**config.mk**
```make
export PLATFORM = sky130hd
export DESIGN_NAME = hazard_stall_controller_flat
export DESIGN_NICKNAME = d
export VERILOG_FILES = /design/src/rtl/hazard_stall_controller_if.sv /design/src/rtl/hazard_stall_controller.sv /design/src/flat_wrapper.sv
export SDC_FILE = /design/constraint.sdc
export NUM_CORES = 1
export LEC_CHECK = 0
export CORE_ASPECT_RATIO = 0.9
export CORE_MARGIN = 3
export CORE_UTILIZATION = 35
export CTS_BUF_LIST = sky130_fd_sc_hd__clkbuf_4
export CTS_CLUSTER_DIAMETER = 50
export DETAILED_ROUTE_END_ITERATION = 7
export GPL_TIMING_DRIVEN = 0
export SYNTH_ARGS = -nofsm -noshare
export SYNTH_HDL_FRONTEND = slang
export SYNTH_SLANG_ARGS = --single-unit
export TNS_END_PERCENT = 20
```
**constraint.sdc**
```tcl
create_clock -name clk -period 5.5 [get_ports clk]
set_input_delay 1.1 -clock clk [delete_from_list [all_inputs] [get_ports clk]]
set_output_delay 1.1 -clock clk [all_outputs]
set_load 0.02 [all_outputs]
```
**src/rtl/hazard_stall_controller_if.sv**
```systemverilog
// Hazard control bundle between the pipeline registers and the stall/flush controller.
// master = pipeline side, slave = controller side.
interface hazard_stall_controller_if #(
    parameter int CNT_W = 32
);
    logic [4:0]       IF_ID_RegisterRs1;
    logic [4:0]       IF_ID_RegisterRs2;
    logic             IF_ID_UsesRs1;
    logic             IF_ID_UsesRs2;
    logic             ID_EX_memRead;
    logic [4:0]       ID_EX_RegisterRd;
    logic             EX_BranchTaken;
    logic             EX_MEM_memAccess;
    logic             mem_ready;
    logic             PCWrite;
    logic             IF_ID_Write;
    logic             IF_ID_Flush;
    logic             ID_EX_Write;
    logic             ID_EX_Bubble;
    logic             EX_MEM_Write;
    logic             MEM_WB_Bubble;
    logic [CNT_W-1:0] stall_cycles;
    logic [CNT_W-1:0] flush_cycles;

    modport master (
        output IF_ID_RegisterRs1, IF_ID_RegisterRs2,
        output IF_ID_UsesRs1, IF_ID_UsesRs2,
        output ID_EX_memRead, ID_EX_RegisterRd,
        output EX_BranchTaken, EX_MEM_memAccess, mem_ready,
        input  PCWrite, IF_ID_Write, IF_ID_Flush,
        input  ID_EX_Write, ID_EX_Bubble,
        input  EX_MEM_Write, MEM_WB_Bubble,
        input  stall_cycles, flush_cycles
    );

    modport slave (
        input  IF_ID_RegisterRs1, IF_ID_RegisterRs2,
        input  IF_ID_UsesRs1, IF_ID_UsesRs2,
        input  ID_EX_memRead, ID_EX_RegisterRd,
        input  EX_BranchTaken, EX_MEM_memAccess, mem_ready,
        output PCWrite, IF_ID_Write, IF_ID_Flush,
        output ID_EX_Write, ID_EX_Bubble,
        output EX_MEM_Write, MEM_WB_Bubble,
        output stall_cycles, flush_cycles
    );
endinterface

```
**src/rtl/hazard_stall_controller.sv**
```systemverilog
// Stall/flush producer for the 5-stage pipeline: load-use stalls,
// data-memory wait freezes and taken-branch flushes, with saturating counters.
module hazard_stall_controller #(
    parameter int FLUSH_CYCLES = 2,
    parameter int CNT_W        = 32
) (
    input logic                      clk,
    input logic                      reset,
    hazard_stall_controller_if.slave hz
);
    localparam int FC_W = (FLUSH_CYCLES > 1) ? $clog2(FLUSH_CYCLES) : 1;
    localparam logic [FC_W-1:0] FC_LOAD = FC_W'(FLUSH_CYCLES - 1);

    typedef enum logic [1:0] {
        RUN      = 2'd0,
        FLUSH    = 2'd1,
        MEM_WAIT = 2'd2
    } state_t;

    state_t          state_q, state_d;
    logic            ret_flush_q, ret_flush_d;
    logic [FC_W-1:0] cnt_q, cnt_d;
    logic [CNT_W-1:0] stall_q, flush_q;

    logic mem_wait, load_use, in_flush;
    logic act_wait, act_br, act_fl, act_lu;

    logic pc_write, if_id_write, if_id_flush;
    logic id_ex_write, id_ex_bubble;
    logic ex_mem_write, mem_wb_bubble;

    assign mem_wait = hz.EX_MEM_memAccess & ~hz.mem_ready;

    assign load_use = hz.ID_EX_memRead
                    & (hz.ID_EX_RegisterRd != 5'd0)
                    & ((hz.IF_ID_UsesRs1 & (hz.ID_EX_RegisterRd == hz.IF_ID_RegisterRs1))
                     | (hz.IF_ID_UsesRs2 & (hz.ID_EX_RegisterRd == hz.IF_ID_RegisterRs2)));

    // A wait parks the FSM in MEM_WAIT; the flush it interrupted resumes afterwards.
    assign in_flush = (state_q == FLUSH)
                    | ((state_q == MEM_WAIT) & ret_flush_q);

    assign act_wait = mem_wait;
    assign act_br   = ~mem_wait & hz.EX_BranchTaken;
    assign act_fl   = ~mem_wait & ~hz.EX_BranchTaken & in_flush;
    assign act_lu   = ~mem_wait & ~hz.EX_BranchTaken & ~in_flush & load_use;

    always_comb begin
        pc_write      = 1'b1;
        if_id_write   = 1'b1;
        if_id_flush   = 1'b0;
        id_ex_write   = 1'b1;
        id_ex_bubble  = 1'b0;
        ex_mem_write  = 1'b1;
        mem_wb_bubble = 1'b0;
        state_d       = in_flush ? FLUSH : RUN;
        ret_flush_d   = ret_flush_q;
        cnt_d         = cnt_q;
        unique case (1'b1)
            act_wait: begin
                pc_write      = 1'b0;
                if_id_write   = 1'b0;
                id_ex_write   = 1'b0;
                ex_mem_write  = 1'b0;
                mem_wb_bubble = 1'b1;
                state_d       = MEM_WAIT;
                ret_flush_d   = in_flush;
            end
            act_br: begin
                if_id_flush  = 1'b1;
                id_ex_bubble = 1'b1;
                state_d      = (FLUSH_CYCLES > 1) ? FLUSH : RUN;
                cnt_d        = FC_LOAD;
            end
            act_fl: begin
                if_id_flush = 1'b1;
                cnt_d       = cnt_q - FC_W'(1);
                state_d     = (cnt_q == FC_W'(1)) ? RUN : FLUSH;
            end
            act_lu: begin
                pc_write     = 1'b0;
                if_id_write  = 1'b0;
                id_ex_bubble = 1'b1;
            end
            default: begin
            end
        endcase
    end

    always_ff @(posedge clk) begin
        if (reset) begin
            state_q     <= RUN;
            ret_flush_q <= 1'b0;
            cnt_q       <= '0;
        end else begin
            state_q     <= state_d;
            ret_flush_q <= ret_flush_d;
            cnt_q       <= cnt_d;
        end
    end

    // Performance counters stick at all-ones instead of wrapping.
    always_ff @(posedge clk) begin
        if (reset) begin
            stall_q <= '0;
            flush_q <= '0;
        end else begin
            if (!pc_write && (stall_q != '1))
                stall_q <= stall_q + CNT_W'(1);
            if (if_id_flush && (flush_q != '1))
                flush_q <= flush_q + CNT_W'(1);
        end
    end

    assign hz.PCWrite       = pc_write;
    assign hz.IF_ID_Write   = if_id_write;
    assign hz.IF_ID_Flush   = if_id_flush;
    assign hz.ID_EX_Write   = id_ex_write;
    assign hz.ID_EX_Bubble  = id_ex_bubble;
    assign hz.EX_MEM_Write  = ex_mem_write;
    assign hz.MEM_WB_Bubble = mem_wb_bubble;
    assign hz.stall_cycles  = stall_q;
    assign hz.flush_cycles  = flush_q;
endmodule

```
**src/flat_wrapper.sv**
```systemverilog
// flat-port wrapper written by rule: the top's interface ports become plain ports
module hazard_stall_controller_flat 
#(
    parameter int FLUSH_CYCLES = 2,
    parameter int CNT_W        = 32
)
  (clk, reset, hz_IF_ID_RegisterRs1, hz_IF_ID_RegisterRs2, hz_IF_ID_UsesRs1, hz_IF_ID_UsesRs2, hz_ID_EX_memRead, hz_ID_EX_RegisterRd, hz_EX_BranchTaken, hz_EX_MEM_memAccess, hz_mem_ready, hz_PCWrite, hz_IF_ID_Write, hz_IF_ID_Flush, hz_ID_EX_Write, hz_ID_EX_Bubble, hz_EX_MEM_Write, hz_MEM_WB_Bubble, hz_stall_cycles, hz_flush_cycles);
  hazard_stall_controller_if #(.CNT_W(CNT_W)) hz_i ();
  input logic clk;
  input logic reset;
  input wire logic [$bits(hz_i.IF_ID_RegisterRs1)-1:0] hz_IF_ID_RegisterRs1;
  input wire logic [$bits(hz_i.IF_ID_RegisterRs2)-1:0] hz_IF_ID_RegisterRs2;
  input wire logic [$bits(hz_i.IF_ID_UsesRs1)-1:0] hz_IF_ID_UsesRs1;
  input wire logic [$bits(hz_i.IF_ID_UsesRs2)-1:0] hz_IF_ID_UsesRs2;
  input wire logic [$bits(hz_i.ID_EX_memRead)-1:0] hz_ID_EX_memRead;
  input wire logic [$bits(hz_i.ID_EX_RegisterRd)-1:0] hz_ID_EX_RegisterRd;
  input wire logic [$bits(hz_i.EX_BranchTaken)-1:0] hz_EX_BranchTaken;
  input wire logic [$bits(hz_i.EX_MEM_memAccess)-1:0] hz_EX_MEM_memAccess;
  input wire logic [$bits(hz_i.mem_ready)-1:0] hz_mem_ready;
  output wire logic [$bits(hz_i.PCWrite)-1:0] hz_PCWrite;
  output wire logic [$bits(hz_i.IF_ID_Write)-1:0] hz_IF_ID_Write;
  output wire logic [$bits(hz_i.IF_ID_Flush)-1:0] hz_IF_ID_Flush;
  output wire logic [$bits(hz_i.ID_EX_Write)-1:0] hz_ID_EX_Write;
  output wire logic [$bits(hz_i.ID_EX_Bubble)-1:0] hz_ID_EX_Bubble;
  output wire logic [$bits(hz_i.EX_MEM_Write)-1:0] hz_EX_MEM_Write;
  output wire logic [$bits(hz_i.MEM_WB_Bubble)-1:0] hz_MEM_WB_Bubble;
  output wire logic [$bits(hz_i.stall_cycles)-1:0] hz_stall_cycles;
  output wire logic [$bits(hz_i.flush_cycles)-1:0] hz_flush_cycles;
  assign hz_i.IF_ID_RegisterRs1 = hz_IF_ID_RegisterRs1;
  assign hz_i.IF_ID_RegisterRs2 = hz_IF_ID_RegisterRs2;
  assign hz_i.IF_ID_UsesRs1 = hz_IF_ID_UsesRs1;
  assign hz_i.IF_ID_UsesRs2 = hz_IF_ID_UsesRs2;
  assign hz_i.ID_EX_memRead = hz_ID_EX_memRead;
  assign hz_i.ID_EX_RegisterRd = hz_ID_EX_RegisterRd;
  assign hz_i.EX_BranchTaken = hz_EX_BranchTaken;
  assign hz_i.EX_MEM_memAccess = hz_EX_MEM_memAccess;
  assign hz_i.mem_ready = hz_mem_ready;
  assign hz_PCWrite = hz_i.PCWrite;
  assign hz_IF_ID_Write = hz_i.IF_ID_Write;
  assign hz_IF_ID_Flush = hz_i.IF_ID_Flush;
  assign hz_ID_EX_Write = hz_i.ID_EX_Write;
  assign hz_ID_EX_Bubble = hz_i.ID_EX_Bubble;
  assign hz_EX_MEM_Write = hz_i.EX_MEM_Write;
  assign hz_MEM_WB_Bubble = hz_i.MEM_WB_Bubble;
  assign hz_stall_cycles = hz_i.stall_cycles;
  assign hz_flush_cycles = hz_i.flush_cycles;
  hazard_stall_controller #(.FLUSH_CYCLES(FLUSH_CYCLES), .CNT_W(CNT_W)) u_core (.clk(clk), .reset(reset), .hz(hz_i));
endmodule
```
After elaboration in Yosys (flattened, before gate mapping)
Cells that the tools add are included.
{ "word_totals": {"ff_bits": 68, "latch_bits": 0, "ram_bits": 0, "mem_bits_ro": 0, "input_bits": 23, "output_inout_bits": 71, "n_memories": 0} }
{ "classes": {"n_addsub": 3, "mul": 0, "div": 0, "magnitude_cmp": 0, "n_eq_ne": 6, "shift": 0, "muxes": 9, "n_bitwise": 17, "n_reduce_logical": 7} }
{ "op_table": {"columns": ["op", "n"], "rows": [
  ["adder 32 x 1 -> 32 bit (second input constant)", 2],
  ["inequality test 32 bit (second input constant)", 2],
  ["bitwise AND 1 bit", 11],
  ["== test 5 bit", 2],
  ["2-to-1 mux 1 bit", 7],
  ["one-hot mux 2 bit (3 select lines)", 1],
  ["OR reduction 2 bit", 3],
  ["nonzero test 5 bit", 1],
  ["inverter 1 bit", 4],
  ["== test 2 x 1 -> 1 bit (second input constant)", 1],
  ["== test 2 bit (second input constant)", 1],
  ["logical AND 1 bit", 2],
  ["OR 1 bit", 2],
  ["one-hot mux 1 bit (2 select lines)", 1],
  ["nonzero test 2 bit", 1],
  ["subtractor 1 bit (second input constant)", 1]
]} }

Logic depth before layout (Yosys ltp)
Gate-level depths: netlist of the first run.
{ "depth": {"depth_word": 8, "mapped_depth": 10, "mapped_depth_nobuf": 8} }

Worst setup path after synthesis of the first run
Ideal clock, no wire load.
{ "synth_path": {"kind": "in2out", "from": "input port hz_ID_EX_RegisterRd[0]", "to": "output port hz_PCWrite", "t_arrival_ns": 2.692, "slack_ns": 1.708, "path_stages": 6, "n_path_buf": 2, "path_cell_list": "or4_1 -> nor2_1 -> nor3_1 -> a21oi_1 -> clkbuf_1 -> buf_4"} }
{ "synth_between": {"elab_chain_len": 7, "word_cells_on_any_way": 11, "classes_between": "2 x eq/ne; 1 x mux; 6 x bitwise; 2 x reduce/logical"} }
{ "synth_lines": {"columns": ["element", "line_no", "rtl"], "rows": [
  ["start, declared", "flat_wrapper.sv:16", "input wire logic [$bits(hz_i.ID_EX_RegisterRd)-1:0] hz_ID_EX_RegisterRd;"],
  ["== test 5 bit, on equally long branches", "hazard_stall_controller.sv:36, hazard_stall_controller.sv:37", null],
  ["bitwise AND 1 bit, on equally long branches", "hazard_stall_controller.sv:36, hazard_stall_controller.sv:37", null],
  ["OR 1 bit", "hazard_stall_controller.sv:37", "| (hz.IF_ID_UsesRs2 & (hz.ID_EX_RegisterRd == hz.IF_ID_RegisterRs2)));"],
  ["bitwise AND 1 bit *", "hazard_stall_controller.sv:36", "& ((hz.IF_ID_UsesRs1 & (hz.ID_EX_RegisterRd == hz.IF_ID_RegisterRs1))"],
  ["bitwise AND 1 bit *", "hazard_stall_controller.sv:46", "assign act_lu = ~mem_wait & ~hz.EX_BranchTaken & ~in_flush & load_use;"],
  ["OR reduction 2 bit (no line) *", null, null],
  ["2-to-1 mux 1 bit *", null, null],
  ["end, declared", "flat_wrapper.sv:20", "output wire logic [$bits(hz_i.PCWrite)-1:0] hz_PCWrite;"]
]} }
Every way passes the cells marked *; elsewhere a longest branch is shown, timed or not.

Worst setup path after layout of the first run
{ "layout_path": {"from": "input port hz_ID_EX_RegisterRd[0]", "to": "output port hz_PCWrite"} }
{ "layout_between": {"elab_chain_len": 7, "word_cells_on_any_way": 11, "classes_between": "2 x eq/ne; 1 x mux; 6 x bitwise; 2 x reduce/logical"} }
{ "layout_lines": {"columns": ["element", "line_no", "rtl"], "rows": [
  ["== test 5 bit, on equally long branches", "hazard_stall_controller.sv:36, hazard_stall_controller.sv:37", null],
  ["bitwise AND 1 bit, on equally long branches", "hazard_stall_controller.sv:36, hazard_stall_controller.sv:37", null],
  ["OR 1 bit", "hazard_stall_controller.sv:37", null],
  ["bitwise AND 1 bit *", "hazard_stall_controller.sv:36", null],
  ["bitwise AND 1 bit *", "hazard_stall_controller.sv:46", null],
  ["OR reduction 2 bit (no line) *", null, null],
  ["2-to-1 mux 1 bit *", "hazard_stall_controller.sv:59", "unique case (1'b1)"]
]} }
Marks and branches as above.

==> results of run 1 <==
[layer usage]
layer / wire length (µm) / GRT usage (%) / share of wire [%] / vias up
met3: 426 / 4.54 / 4.6 / 7
met5: 0 / 0 / 0 / -
met2: 4380 / 27.6 / 47 / 77
met1: 4420 / 23.1 / 48 / 1525
met4: 68 / 5.18 / 0.73 / 0
li1: - / - / - / 1667
[final timing paths]
| kind | endpoint | start | slack (ps) |
|---|---|---|---|
| setup / recovery | hz_PCWrite | hz_ID_EX_RegisterRd[0] | 450 |
| hold / removal | u_core.ret_flush_q | u_core.ret_flush_q | 510 |
| setup reg to reg | u_core.hz.stall_cycles[13] | u_core.hz.stall_cycles[13] | 2990 |
| hold reg to reg | u_core.ret_flush_q | u_core.ret_flush_q | 510 |
[placed cells by master (no fill, tap or decap), drive strengths merged, types with 3 or more instances in the layout]
master,instances
o31ai,3
nand2,34
nand2b,3
clkbuf,23
o21ai,15
nor3,20
nand3,24
nor4,9
nand3b,3
or3,15
or4,3
xnor2,36
dfxtp,68
xor2,19
inv,8
clkinv,4
and4,8
nor2,64
a21oi,18
and3,6
clkdlybuf4s50,92
nand4,21
buf,7
[per-stage QoR]
step / hold WS (ps) / util (%) / instances / total power [µW] / setup slack, ps
6_report: 508 / 49.7 / 645 / 917 / 453
5_1_grt: 542 / 49.7 / 645 / 952 / 223
4_1_cts: 505 / 49.7 / 645 / 928 / 437
3_5_place_dp: 490 / 48.2 / 629 / 601 / 460
3_3_place_gp: 483 / 48.2 / 629 / 600 / 442
2_1_floorplan: 475 / - / 415 / 559 / 1710
[final cells by class]
type / count / share of cell area (%)
timing repair buffer: 92 / 20.0
multi-input combinational: 320 / 41.5
clock inverter: 5 / 1.14
clock buffer: 11 / 1.79
tap: 122 / 3.31
buffer: 19 / 2.09
sequential: 68 / 29.5
inverter: 8 / 0.705
[power groups by stage]
| stage | clock [µW] | sequential [µW] | combinational [µW] |
|---|---|---|---|
| after global routing | 354 | 503 | 94.9 |
| after floorplan | 0 | 516 | 43.0 |
| after global placement | 0 | 513 | 86.4 |
| after detailed placement | 0 | 513 | 87.6 |
| final | 327 | 502 | 87.1 |
| after CTS | 338 | 502 | 88.2 |
[critical path, stage by stage]
cell and delay, ps:
clkdlybuf4s50_1 470, or4_1 530, nor2_1 170, nor3_1 80
a21oi_1 280, clkbuf_1 520, buf_4 210, clkdlybuf4s50_1 590
[sequential cells by signal (all words and copies together) (netlist names)]
register,count
u_core.state_q,2
u_core.cnt_q,1
u_core.hz.flush_cycles,32
u_core.ret_flush_q,1
u_core.hz.stall_cycles,32
[cell families after synthesis]
group	Yosys count
and+or+nand+nor	218
muxes	3
DFF	68
buffers and inverters	27
xor gates and xnor gates	55
adders and majority gates	2
AOI/OAI and AO/OA	42
==> results.tsv, run 1 <==
stage	metric	value	unit
run_status	status	finished, final reports clean	
setup_path	timing.critical_path.fanout_max	11	
setup_path	timing.critical_path.arrival	3950	ps
timing	slew_headroom	45.9	%
pwr	internal_power	685	µW
setup_path	type_of_destination_of_the_critical_path	output port	
finish	drive_gt1_share	5.74	%
setup_path	rr_worst_depth	8	
route	drt-pass1-iter-count	4	
finish	design_area	0.00461	mm²
clock_network	tritoncts	yes	
timing	rsz0062_at_grt	false	
synthesis	synth.mux.area_fraction	0.918	%
timing	max_freq	198	MHz
worst_hold_path	min-delay-path-class	reg -> reg	
route	routed-via-count	3276	
finish	fillers	925	
clock_network	post_cts_resize_count	0	
placed_design	detailed_place.area	0.00448	mm²
clock_network	numClockSinks	68	
clock_network	cts_made_buffers	9	
grt	initial_antenna_violation_count	0	
placed_design	place_congestion	0.847	
synthesis	post_synth_fa_ha_maj_area_fraction	0.735	%
synthesis	synthCells	415	
clock_network	clk_root_buffer_cell	clkbuf_4	
finish	nNetsFinal	543	
grt	global_route_wire_length_before_repair	15.2	mm
die	core.rowCount	33	
synthesis	synth-main-ff-cell	dfxtp_1	
synthesis	synth_top_family_by_area	simple AND/OR/NAND/NOR gates	
synthesis	synthesis.area_per_instance	8.21	µm²
synthesis	synth_commonest_cells	dfxtp_1, nor2_1, xnor2_1, nand2_1, nand3_1	
timing	period_minus_ws_final	5050	ps
pwr	power_density	199	mW/mm²
synthesis	synth.yosys.seq_area_share	40.0	%
synthesis	synth-edff-count	0	
synthesis	asyncSetResetFlopFracSynth	0	%
timing	timing.final.crit_share	91.8	%
finish	multi_input_area	0.00192	mm²
grt	global_route.usage.total	17.4	%
route	avgViaCountPerCell	5.08	
route	first_iter_violations	176	
die	die_x	110	µm
placed_design	portBuffers	92	
die	core_area	0.00929	mm²
clock_network	cts.reportedPaths.clkPinSlew	110	ps
setup_path	worstSetupPathType	in -> out	
setup_path	critPathRequiredTime	4400	ps
grt	grt_max_degree	12	
pwr	power.net_switching	231	µW
route	totalWireLength	9.29	mm
pwr	switching_share	25.2	%
route	routed_wire_length_per_instance	14.4	µm
pwr	power.combinational.fraction	9.5	%
synthesis	synth.area.top_cells	dfxtp_1, xnor2_1, nor2_1	
timing	final-setup-viol-count	0	
clock_network	post_cts_hold_buffer_count	0	
finish	regArea	0.00136	mm²
synthesis	synth_compound_gate_area_share	7.24	%
synthesis	syn-num-nets	440	
clock_network	postcts_setup_bufs	0	
timing	setup_tns_final	0	ps
placed_design	post-dp-hpwl	6.87	mm
die	start_util	36.7	%
timing	final.setup_skew	15.1	ps
synthesis	synth.yosys.warnings	0	
synthesis	netlist-cell-type-count	44	
synthesis	ys_seq_elements	68	
die	die_height	99.6	µm
worst_hold_path	holdPathStages	2	
timing	hold_viol	0	
synthesis	post-synth-top-area-fraction	40.0	%
synthesis	post_synthesis_share_of_cell_area_spent_on_and_or_nand_and_nor_gates	33.2	%
clock_network	clk_path_buf_depth	2	
die	ports	94	
synthesis	synth_xor_area_share	14.1	%
route	remaining_drc_errors	0	
timing	tightestPinTransition	810	ps
pwr	vdd_ir_drop_max	0.143	mV
flow_run	count_of_maximum_capacitance_violations	0	
pwr	static-leakage-power	0.00145	µW
die	die_area	0.0110	mm²
finish	ant_diodes	0	
timing	timing_max_transition_violations_final	0	
pwr	pwr-share-seq	54.8	%
synthesis	yosys.cell_count.top_type	dfxtp_1	
grt	first_global_vias	3152	
synthesis	post_synth_instance_area	0.00341	mm²
pwr	clkPwrFrac	35.7	%
setup_path	critical_path.startpoint_type	input pin	
grt	grt-ovfl-total	0	
route	antenna_left	0	
finish	syn_to_final_growth	35.5	%
clock_network	clk-insertion-delay-late	420	ps
clock_network	cts_htree_levels	3	
synthesis	post-synth-top-area-cell	dfxtp_1	
No activity file was read; power rests on OpenSTA's default activity.
==> run 2: changes to the inputs <==
--- a/config.mk
+++ b/config.mk
@@ -12,6 +12,7 @@
 export CTS_CLUSTER_DIAMETER = 50
 export DETAILED_ROUTE_END_ITERATION = 7
 export GPL_TIMING_DRIVEN = 0
+export MAX_ROUTING_LAYER = met4
 export SYNTH_ARGS = -nofsm -noshare
 export SYNTH_HDL_FRONTEND = slang
 export SYNTH_SLANG_ARGS = --single-unit
==> run 2 against run 1 <==
Against the previous run: hold slack lost 3.4 ps; sequential share of layout area is the same; setup slack lost 5.0 ps; register-to-register slack is essentially flat; combinational power is essentially flat; final area is the same; global-route usage grew 0.50 points; clock power is essentially flat; sequential power is essentially flat; critical path type unchanged; largest power group unchanged.
==> results.tsv, run 2 (synthesis results as in run 1) <==
stage	metric	value	unit	change
setup_path	critPathRequiredTime	4400	ps	about the same
worst_hold_path	min-delay-path-class	reg -> reg		
finish	layout_common_cells	clkdlybuf4s50_1, dfxtp_1, nor2_1, xnor2_1, nand2_1		
timing	final-setup-viol-count	0		unchanged
timing	max_freq	198	MHz	about the same
clock_network	cts_made_buffers	9		unchanged
placed_design	dpl.cell_count	629		unchanged
timing	timing_max_transition_violations_final	0		unchanged
setup_path	timing.critical_path.arrival	3950	ps	about the same
clock_network	cts_htree_levels	3		unchanged
route	routed-via-count	3287		+0.34%
setup_path	cpLargestDelayFamily	buffers and inverters		
placed_design	portBuffers	92		unchanged
flow_run	count_of_maximum_capacitance_violations	0		unchanged
pwr	static-leakage-power	0.00145	µW	unchanged
route	totalWireLength	9.27	mm	-0.18%
grt	initial_antenna_violation_count	0		unchanged
timing	timing.final.crit_share	91.9	%	about the same
setup_path	critical_path_buf_inv_count	4		unchanged
grt	global_route_met2_usage	27.6	%	unchanged
grt	grt_max_degree	12		unchanged
finish	syn_to_final_growth	35.5	%	unchanged
pwr	total_power	917	µW	about the same
placed_design	place_congestion	0.861		+1.6%
clock_network	numClockSinks	68		unchanged
grt	grt-ovfl-total	0		unchanged
clock_network	clk-insertion-delay-late	420	ps	about the same
finish	ant_diodes	0		unchanged
clock_network	cts.reportedPaths.clkPinSlew	110	ps	about the same
placed_design	detailed_place.area	0.00448	mm²	unchanged
finish	drive_gt1_share	5.74	%	unchanged
placed_design	post-dp-hpwl	6.87	mm	unchanged
grt	first_global_vias	3150		-0.063%
route	remaining_drc_errors	0		unchanged
clock_network	post_cts_resize_count	0		unchanged
clock_network	post_cts_hold_buffer_count	0		unchanged
setup_path	cpMostUsedCell	clkdlybuf4s50_1		
die	core.rowCount	33		unchanged
clock_network	tritoncts	yes		
timing	setup_tns_final	0	ps	unchanged
die	die_area	0.0110	mm²	unchanged
finish	layout_commonest_cell	clkdlybuf4s50_1		
setup_path	critical_path.startpoint_type	input pin		
grt	global_route_track_usage_on_met3	4.15	%	-0.39 points
timing	slew_headroom	42.0	%	-3.8 points
route	drt-pass1-iter-count	4		unchanged
grt	global_route.usage.total	17.9	%	+0.50 points
die	core_area	0.00929	mm²	unchanged
die	start_util	36.7	%	unchanged
die	die_x	110	µm	unchanged
timing	final.setup_skew	14.8	ps	-0.218 ps
setup_path	type_of_destination_of_the_critical_path	output port		
setup_path	worstSetupPathType	in -> out		
grt	use_met1	23.3	%	+0.24 points
grt	busiest_layer	met2		
timing	rsz0062_at_grt	false		
route	routed_wire_length_per_instance	14.4	µm	-0.18%
setup_path	cp_cell_sequence	clkdlybuf4s50_1 -> or4_1 -> nor2_1 -> nor3_1 -> a21oi_1 -> clkbuf_1 -> buf_4 -> clkdlybuf4s50_1		
setup_path	timing.critical_path.fanout_max	11		unchanged
timing	hold_viol	0		unchanged
finish	post_layout_nonfiller_instances	645		unchanged
timing	period_minus_ws_final	5050	ps	+5.02 ps
route	first_iter_violations	169		-4.0%
run_status	status	finished, final reports clean		
route	avgViaCountPerCell	5.10		+0.34%
finish	nNetsFinal	543		unchanged
die	ports	94		unchanged
grt	global_route_wire_length_before_repair	15.2	mm	unchanged
clock_network	clk_root_buffer_cell	clkbuf_4		
setup_path	crit_path_max_incr_delay	590	ps	about the same
route	antenna_left	0		unchanged
finish	design_area	0.00461	mm²	unchanged
clock_network	postcts_setup_bufs	0		unchanged
setup_path	critical-path-slowest-cell	clkdlybuf4s50_1		
finish	post-route-util	49.7	%	unchanged
pwr	power_density	199	mW/mm²	about the same
clock_network	clk_path_buf_depth	2		unchanged
timing	tightestPinTransition	867	ps	+57.5 ps
pwr	vdd_ir_drop_max	0.142	mV	-0.18%
die	die_height	99.6	µm	unchanged
-- run 2: cell counts in the layout (fill, tap and decap cells not counted) --
Identical to the previous run, type by type.
-- run 2: final cells by class --
cell class	count	area, µm²
tap	122	153
clock buffer	11	82.6
buffer	19	96.3
multi-input combinational	320	1920
clock inverter	5	52.6
fill	925	4680
inverter	8	32.5
sequential	68	1360
timing repair buffer	92	921
-- run 2: path summary, 6_finish.rpt --
path,startpoint,endpoint,slack (ps),cells after the start
worst max register to register,u_core.hz.stall_cycles[13],u_core.hz.stall_cycles[13],2980,8
worst min register to register,u_core.ret_flush_q,u_core.ret_flush_q,500,2
worst min-delay path,u_core.ret_flush_q,u_core.ret_flush_q,500,2
worst max-delay path,hz_ID_EX_RegisterRd[0],hz_PCWrite,450,8
-- run 2: per-stage QoR --
stage / hold WS [ps] / setup WS [ps]
after detailed placement: 490 / 460
final: 505 / 448
after global placement: 483 / 442
after CTS: 505 / 437
after floorplan: 475 / 1710
after global routing: 542 / 223
-- run 2: metal layers --
layer / up-vias / part of all wire, % / routed length, µm
met5: - / 0 / 0
met4: 0 / 0.57 / 53
met3: 8 / 4.6 / 431
met2: 83 / 47 / 4370
met1: 1527 / 48 / 4420
li1: 1669 / - / -
-- run 2: power breakdown --
| group | total, µW | internal (µW) | switching, µW |
|---|---|---|---|
| Clock | 328 | 147 | 181 |
| Combinational | 87.0 | 41.2 | 45.8 |
| Sequential | 502 | 497 | 4.91 |
| Total | 917 | 685 | 232 |
-- run 2: worst reg2reg max path: stages (launching register included) --
cell and delay, ps:
dfxtp_1 470, nand4_1 250, nor4_2 470, and3_1 210, buf_2 180, clkbuf_1 450, nor3_1 160, xnor2_1 160
nor2_1 50
